$ cat config.mk
export PLATFORM = sky130hd
export DESIGN_NAME = fp_multiplier_pipe
export DESIGN_NICKNAME = d
export VERILOG_FILES = /design/src/rtl/fp_multiplier_pipe.sv
export SDC_FILE = /design/constraint.sdc
export NUM_CORES = 2
export LEC_CHECK = 0
export ABC_AREA = 1
export ABC_CLOCK_PERIOD_IN_PS = 6850
export CAP_MARGIN = 20
export CORE_MARGIN = 3
export CORE_UTILIZATION = 50
export CTS_CLUSTER_DIAMETER = 80
export DETAILED_ROUTE_END_ITERATION = 16
export GPL_TIMING_DRIVEN = 1
export PLACE_DENSITY_LB_ADDON = 0.2
export SLEW_MARGIN = 25
export SYNTH_ARGS = -nofsm -noshare
export SYNTH_HDL_FRONTEND = slang
export SYNTH_SLANG_ARGS = --single-unit
$ cat constraint.sdc
create_clock -name clk_i -period 6.85 [get_ports clk_i]
set_input_delay 1.37 -clock clk_i [delete_from_list [all_inputs] [get_ports clk_i]]
set_output_delay 1.37 -clock clk_i [all_outputs]
set_load 0.02 [all_outputs]
$ cat src/rtl/fp_multiplier_pipe.sv
// Three-stage pipelined floating-point multiplier with valid/ready flow control.
// Subnormals read as zero, results round to nearest even, and underflow flushes to zero.
module fp_multiplier_pipe #(
  parameter int EXP_WIDTH  = 8,
  parameter int MANT_WIDTH = 23,
  parameter int DATA_WIDTH = 1 + EXP_WIDTH + MANT_WIDTH
) (
  input  logic                  clk_i,
  input  logic                  rst_i,
  input  logic                  valid_i,
  output logic                  ready_o,
  input  logic [DATA_WIDTH-1:0] dataA_i,
  input  logic [DATA_WIDTH-1:0] dataB_i,
  output logic                  valid_o,
  input  logic                  ready_i,
  output logic [DATA_WIDTH-1:0] data_o,
  output logic [2:0]            flags_o
);
  localparam int E  = EXP_WIDTH;
  localparam int M  = MANT_WIDTH;
  localparam int XW = E + 2;
  localparam logic [E-1:0]           EMAX   = '1;
  localparam logic signed [XW-1:0]   BIAS   = XW'((1 << (E - 1)) - 1);
  localparam logic signed [XW-1:0]   EMAX_X = XW'((1 << E) - 1);
  localparam logic [DATA_WIDTH-1:0]  QNAN   = {1'b0, EMAX, 1'b1, {(M-1){1'b0}}};

  logic adv;
  logic s1_valid_q, s2_valid_q, s3_valid_q;

  assign adv     = !s3_valid_q | ready_i;
  assign ready_o = adv;
  assign valid_o = s3_valid_q;

  // Stage 1: unpack, classify, exponent sum, special-case decision
  logic          sign_a, sign_b;
  logic [E-1:0]  exp_a, exp_b;
  logic [M-1:0]  frac_a, frac_b;
  logic          zero_a, zero_b, inf_a, inf_b, nan_a, nan_b, inv_op;

  assign {sign_a, exp_a, frac_a} = dataA_i;
  assign {sign_b, exp_b, frac_b} = dataB_i;
  assign zero_a = (exp_a == '0);
  assign zero_b = (exp_b == '0);
  assign inf_a  = (exp_a == EMAX) && (frac_a == '0);
  assign inf_b  = (exp_b == EMAX) && (frac_b == '0);
  assign nan_a  = (exp_a == EMAX) && (frac_a != '0);
  assign nan_b  = (exp_b == EMAX) && (frac_b != '0);
  assign inv_op = (inf_a & zero_b) | (zero_a & inf_b);

  logic                   s1_sign_d, s1_special_d;
  logic [DATA_WIDTH-1:0]  s1_spec_data_d;
  logic [2:0]             s1_spec_flags_d;
  logic signed [XW-1:0]   s1_exp_d;

  always_comb begin
    s1_sign_d       = sign_a ^ sign_b;
    s1_special_d    = 1'b1;
    s1_spec_data_d  = '0;
    s1_spec_flags_d = '0;
    s1_exp_d        = $signed({2'b00, exp_a}) + $signed({2'b00, exp_b}) - BIAS;
    if (nan_a | nan_b | inv_op) begin
      s1_spec_data_d  = QNAN;
      s1_spec_flags_d = {inv_op, 2'b00};
    end else if (inf_a | inf_b) begin
      s1_spec_data_d = {s1_sign_d, EMAX, {M{1'b0}}};
    end else if (zero_a | zero_b) begin
      s1_spec_data_d = {s1_sign_d, {(E+M){1'b0}}};
    end else begin
      s1_special_d = 1'b0;
    end
  end

  logic                   s1_sign_q, s1_special_q;
  logic [DATA_WIDTH-1:0]  s1_spec_data_q;
  logic [2:0]             s1_spec_flags_q;
  logic signed [XW-1:0]   s1_exp_q;
  logic [M:0]             s1_sig_a_q, s1_sig_b_q;

  always_ff @(posedge clk_i or posedge rst_i) begin
    if (rst_i) begin
      s1_valid_q      <= 1'b0;
      s1_sign_q       <= 1'b0;
      s1_special_q    <= 1'b0;
      s1_spec_data_q  <= '0;
      s1_spec_flags_q <= '0;
      s1_exp_q        <= '0;
      s1_sig_a_q      <= '0;
      s1_sig_b_q      <= '0;
    end else if (adv) begin
      s1_valid_q      <= valid_i & ready_o;
      s1_sign_q       <= s1_sign_d;
      s1_special_q    <= s1_special_d;
      s1_spec_data_q  <= s1_spec_data_d;
      s1_spec_flags_q <= s1_spec_flags_d;
      s1_exp_q        <= s1_exp_d;
      s1_sig_a_q      <= {1'b1, frac_a};
      s1_sig_b_q      <= {1'b1, frac_b};
    end
  end

  // Stage 2: significand multiply
  logic [2*M+1:0]         s2_prod_d, s2_prod_q;
  logic                   s2_sign_q, s2_special_q;
  logic [DATA_WIDTH-1:0]  s2_spec_data_q;
  logic [2:0]             s2_spec_flags_q;
  logic signed [XW-1:0]   s2_exp_q;

  assign s2_prod_d = {{(M+1){1'b0}}, s1_sig_a_q} * {{(M+1){1'b0}}, s1_sig_b_q};

  always_ff @(posedge clk_i or posedge rst_i) begin
    if (rst_i) begin
      s2_valid_q      <= 1'b0;
      s2_sign_q       <= 1'b0;
      s2_special_q    <= 1'b0;
      s2_spec_data_q  <= '0;
      s2_spec_flags_q <= '0;
      s2_exp_q        <= '0;
      s2_prod_q       <= '0;
    end else if (adv) begin
      s2_valid_q      <= s1_valid_q;
      s2_sign_q       <= s1_sign_q;
      s2_special_q    <= s1_special_q;
      s2_spec_data_q  <= s1_spec_data_q;
      s2_spec_flags_q <= s1_spec_flags_q;
      s2_exp_q        <= s1_exp_q;
      s2_prod_q       <= s2_prod_d;
    end
  end

  // Stage 3: normalise, round, pack, flags
  logic [2*M+1:0]        shifted;
  logic [M:0]            norm;
  logic [M+1:0]          rounded;
  logic [M-1:0]          frac_fin;
  logic                  guard, rnd, sticky;
  logic signed [XW-1:0]  exp_fin;
  logic [DATA_WIDTH-1:0] s3_data_d, s3_data_q;
  logic [2:0]            s3_flags_d, s3_flags_q;

  always_comb begin
    shifted  = s2_prod_q[2*M+1] ? s2_prod_q : {s2_prod_q[2*M:0], 1'b0};
    norm     = shifted[2*M+1:M+1];
    guard    = shifted[M];
    rnd      = shifted[M-1];
    sticky   = |shifted[M-2:0];
    rounded  = {1'b0, norm} + {{(M+1){1'b0}}, guard & (rnd | sticky | norm[0])};
    // A rounding carry leaves exactly 10...0, so the fraction comes out zero
    frac_fin = rounded[M+1] ? rounded[M:1] : rounded[M-1:0];
    exp_fin  = s2_exp_q + {{(XW-1){1'b0}}, s2_prod_q[2*M+1]} + {{(XW-1){1'b0}}, rounded[M+1]};
    s3_data_d  = '0;
    s3_flags_d = '0;
    if (s2_valid_q) begin
      if (s2_special_q) begin
        s3_data_d  = s2_spec_data_q;
        s3_flags_d = s2_spec_flags_q;
      end else if (exp_fin >= EMAX_X) begin
        s3_data_d  = {s2_sign_q, EMAX, {M{1'b0}}};
        s3_flags_d = 3'b010;
      end else if (exp_fin[XW-1] || (exp_fin == '0)) begin
        s3_data_d  = {s2_sign_q, {(E+M){1'b0}}};
        s3_flags_d = 3'b001;
      end else begin
        s3_data_d  = {s2_sign_q, exp_fin[E-1:0], frac_fin};
      end
    end
  end

  always_ff @(posedge clk_i or posedge rst_i) begin
    if (rst_i) begin
      s3_valid_q <= 1'b0;
      s3_data_q  <= '0;
      s3_flags_q <= '0;
    end else if (adv) begin
      s3_valid_q <= s2_valid_q;
      s3_data_q  <= s3_data_d;
      s3_flags_q <= s3_flags_d;
    end
  end

  assign data_o  = s3_data_q;
  assign flags_o = s3_flags_q;
endmodule

**Yosys cells after proc, flatten, opt, wreduce, memory -nomap -nowiden**

Index checks and enable logic that the tools add are counted.

- Output and inout bits: 37
- Register bits after elaboration: 228
- Word-level logic and storage cells: 71
- Input bits: 68

- Add/subtract/negate cells: 5
- Muxes and demuxes: 17
- Equal/unequal tests: 2
- Multiply operators: 1
- Reductions and logical operators: 14
- Order comparisons: 1
- Bitwise gates (word level): 13

Operators by type and width:

| kind | number |
|---|---|
| two-way mux 32 bit | 5 |
| two-way mux 31 bit | 2 |
| multiplier 24 x 24 -> 48 bit | 1 |
| two-way mux 48 bit | 1 |
| logical NOT 23 bit | 2 |
| nonzero test 23 bit | 2 |
| adder 24 x 1 -> 25 bit | 1 |
| two-way mux 23 bit | 1 |
| OR reduction 22 bit | 1 |
| adder 10 x 1 -> 10 bit | 2 |
| equality test 8 bit, second input constant | 2 |
| logical NOT 8 bit | 2 |
| >= comparator 10 x 9 -> 1 bit, second input constant | 1 |
| logical NOT 10 bit | 1 |
| subtractor 9 x 7 -> 10 bit, second input constant | 1 |
| adder 8 x 8 -> 9 bit | 1 |
| two-way mux 3 bit | 3 |
| OR 1 bit | 8 |
| AND 1 bit | 4 |
| logical AND 1 bit | 4 |
| two-way mux 1 bit | 4 |
| two-way mux 2 bit | 1 |
| logical NOT 1 bit | 1 |
| logical OR 1 bit | 1 |
| XOR 1 bit | 1 |

**Longest topological paths before layout**

- Depth after elaboration: 13
- Depth in mapped cells: 31
- Depth with buffers taken out: 29

**Least setup slack after synthesis**

OpenSTA, ideal clock, no wires.

- Path kind: flip-flop to flip-flop
- From: reg s1_sig_a_q[13]
- To: reg s2_prod_q[36]
- Buffers on the path: 2
- Setup slack: 847 ps
- Data required time: 6,732 ps
- Library setup time: 118 ps
- Period minus slack after synthesis: 6,003 ps
- Cell stages (with the launch flop): 30
- Data arrival time: 5,885 ps
- Path through: dfrtp_1 -> clkbuf_1 -> clkbuf_1 -> nand2_1 -> fa_1 -> inv_1 -> fa_1 -> inv_1 -> fa_1 -> inv_1 -> fa_1 -> inv_1 -> fa_1 -> inv_1 -> fa_1 -> inv_1 -> fa_1 -> inv_1 -> ha_1 -> nand2_1 -> nor2_1 -> inv_1 -> o21ai_0 -> nand2_1 -> nand3_1 -> nand2_1 -> nand2_1 -> nand2_1 -> nand3_1 -> nand2_1

- Word-level cells in the longest chain between the ends: 1

Ends and longest elaborated chain:

| element | line | source |
|---|---|---|
| from (decl) | 77 | `logic [M:0] s1_sig_a_q, s1_sig_b_q;` |
| from (signal assigned) | 96 | `s1_sig_a_q <= {1'b1, frac_a};` |
| multiplier 24 x 24 -> 48 bit | 108 | `assign s2_prod_d = {{(M+1){1'b0}}, s1_sig_a_q} * {{(M+1){1'b0}}, s1_sig_b_q};` |
| to (signal assigned) | 126 | `s2_prod_q <= s2_prod_d;` |
| to (decl) | 102 | `logic [2*M+1:0] s2_prod_d, s2_prod_q;` |

No other way between the ends.
A chain may end at the register's enable or synchronous reset.

**Final worst setup path**

- From: reg s1_sig_b_q[6]
- To: reg s2_prod_q[44]

- Word-level cells in the longest chain between the ends: 1

Ends and longest elaborated chain:

| element | line | source |
|---|---|---|
| from (decl) | 77 |  |
| from (signal assigned) | 97 | `s1_sig_b_q <= {1'b1, frac_b};` |
| multiplier 24 x 24 -> 48 bit | 108 |  |

No other way between the ends.

==> metrics.txt <==
status complete, no violations; Critical Path Sink Type flip-flop; clk root buf clkbuf_16; hold depth 2; n_diodes 0; Clk pin slew, worst setup/hold paths 0.08 ns; share of cells above drive strength 1 4.935%; hold_buf cts 0; pins over their slew limit 0; core area 56820 sq um; flops & latches, synth 165; DRT antenna net count 0; FF-to-FF Start s1_sig_b_q[6]; area of the multi-input gates 20170 sq um; Sink Count 165; largest net degree at the start of global routing 94; Hold EP s2_spec_data_q[22]; gr ovfl total 0; Sequential Area 4145 sq um; Area after DPL 30920 sq um; fin crit share 94.69%; Clock Path Buffers 2; number of global-route vias before repair 24500; critical path class reg2reg; EDFF count, synth 0; 1st-iter DRT viols 1374; GR Util All Layers 26.42%; Reg2Reg Setup Slack 0.36 ns; antenna violations before repair 0; Die X-Extent 246.5 um; TritonRoute pass-1 iters 5; GP Congestion 0.9073; first-pass GRT wire length 127000 um; cell depth of the worst flop-to-flop path 27; Setup TNS Final 0 ns; FILL cells 5490; # setup viols final 0; Final #Nets 4743; Worst-Skew Late Latency 0.50 ns; TritonCTS clock tree built; post-synthesis async set-or-reset flop share 100.0%; post-layout minimum cycle time 6.486 ns; relative slew slack 32.77%; initial core utilization 50.90%; yosys warns 0; CTS Buf Count 17; Detailed Route WL 75470 um; RSZ-0062 raised after global routing no; H-tree Lvls 4; Tightest Hold Check Type reg2reg; Reg-to-Reg End s2_prod_q[44]; hold path start s1_spec_data_q[22]; Required @ worst endpoint 7.24 ns; Residual DRC 0; PortBufs 104; fin area 31550 sq um; Mapped Nets 4711; number of distinct library cells after synthesis 46; Clock Skew 0.02216 ns; IO Pins 105; total of max-cap violations 0; Arrival @ worst endpoint 6.87 ns; Netlist Area Pre-Place 28920 sq um; DR WL/cell 15.83 um; Worst Tran Pin Value 1.008 ns; commonest cells in the netlist 1295 x nand2_1, 1031 x inv_1, 484 x fa_1, 192 x ha_1, 173 x nor2_1; Synth top area share 33.50%; top_reg_cell synth dfrtp_1; # rows 87; Final Hold Viols 0; vias per std cell 4.970; Util after Layout 55.53%; Via Count 23700; register area share after synthesis 14.28%; f_max 0.1542 GHz; Layout area overhead 9.098%; Die Area 60760 sq um; critical path startpoint category flip-flop; CP max FO 17; Synth area leader fa_1; count leader, synth nand2_1; Die H 246.5 um; Post-Syn Instances 3967; dpl hpwl 63150 um; Mean Syn Cell Area 7.290 sq um; largest cells by area after synthesis fa_1 34%, nand2_1 17%, dfrtp_1 14%, inv_1 13%, ha_1 8.3%
state kept, by name, indices dropped and copies added (netlist names):
name and flops:
s2_prod_q 48, data_o 32, s1_sig_a_q 24, s1_sig_b_q 23
s1_exp_q 10, s2_exp_q 10, flags_o 3, s1_spec_data_q 3
s2_spec_data_q 3, s1_sign_q 1, s1_spec_flags_q 1, s1_special_q 1
s1_valid_q 1, s2_sign_q 1, s2_spec_flags_q 1, s2_special_q 1
s2_valid_q 1, valid_o 1
worst max-delay path by stage:
stage | from | end | slack [ns] | depth (start not counted)
5_1_grt | s1_sig_b_q[6] | s2_prod_q[43] | 0.001 | 22
2_1_floorplan | s1_sig_a_q[13] | s2_prod_q[36] | 0.85 | 29
4_1_cts | s1_sig_a_q[16] | s2_prod_q[44] | 0.26 | 25
6_report | s1_sig_b_q[6] | s2_prod_q[44] | 0.36 | 27
3_3_place_gp | s1_sig_a_q[16] | s2_prod_q[21] | 0.33 | 21
3_5_place_dp | s1_sig_a_q[16] | s2_prod_q[44] | 0.31 | 25
placed cells by master (no fill, tap or decap), types with 3 or more instances in the layout:
master and count:
nand2_1 1295, o21ai_0 100, nor2_1 172, nand4_1 26, clkbuf_16 17, o21ai_2 3, buf_4 87, xor2_1 11
o21ai_1 7, nor3_1 11, fa_1 484, nor4_1 6, dfrtp_2 13, ha_1 192, or2_2 10, inv_2 6
inv_1 1030, nand2_2 14, inv_6 4, buf_12 4, clkinv_8 6, xnor2_1 11, nor2_4 10, nand3_1 118
dfrtp_1 152, nand3b_1 8, nor2_2 10, a21oi_1 61, o21bai_1 10, clkdlybuf4s50_1 104
per-stage QoR:
step,cells,setup WS (ns),hold WS (ns)
floorplan,3967,0.8467,0.4417
detailed placement,4736,0.3091,0.4591
global placement,4736,0.3295,0.4512
global route,4768,0.0009592,0.5041
CTS,4768,0.2582,0.4773
finish,4768,0.3638,0.4718
worst max-delay path, cell delays in order, from the launching register on:
cell and delay [ns]:
dfrtp_1 0.85, nand2_1 0.10, inv_1 0.11, fa_1 0.41, fa_1 0.52, inv_1 0.05
fa_1 0.47, inv_1 0.05, fa_1 0.49, inv_1 0.05, fa_1 0.56, inv_1 0.06
fa_1 0.47, inv_1 0.05, fa_1 0.48, inv_1 0.04, ha_1 0.34, nand2_1 0.11
nor2_1 0.19, inv_1 0.06, o21ai_0 0.27, nand2_1 0.12, nand3_1 0.16, nand2_1 0.09
nand2_1 0.07, nand2_1 0.05, nand3_1 0.07, nand2_1 0.06
area by class of cell:
class / count / area share (%)
clock buffers: 17 / 1.348
clock inverters: 15 / 0.5869
inverters: 1039 / 12.39
multi-input cells: 2581 / 63.91
flip-flops and latches: 165 / 13.14
well taps: 756 / 2.998
repair buffers: 195 / 5.623
logic make-up (layout without fill, tap and decap cells):
logic type	after synthesis	in the layout	synth area share (%)
buf+inv	1221	1266	16.04
compound gates	193	193	3.587
simple gates	1690	1690	23.62
xor+xnor	22	22	0.6662
flops	165	165	14.28
fa+ha+maj	676	676	41.81
what timing repair did:
action | CTS | global route
endpoints found under the setup margin | 0 | 19
buffers inserted | 0 | 0
resized for setup | 0 | 13
per-layer routing:
metal	routed length, um	part of all wire (%)	vias to the layer above	GRT usage (%)
met2	35370	47	612	43.06
met5	0	0	-	0
li1	-	-	11420	-
met1	34070	45	11560	36.86
met3	4186	5.5	107	3.940
met4	1843	2.4	0	7.303
Power is not shown: default switching activity piles up to over one toggle a cycle in this logic, so the estimate is an artifact.
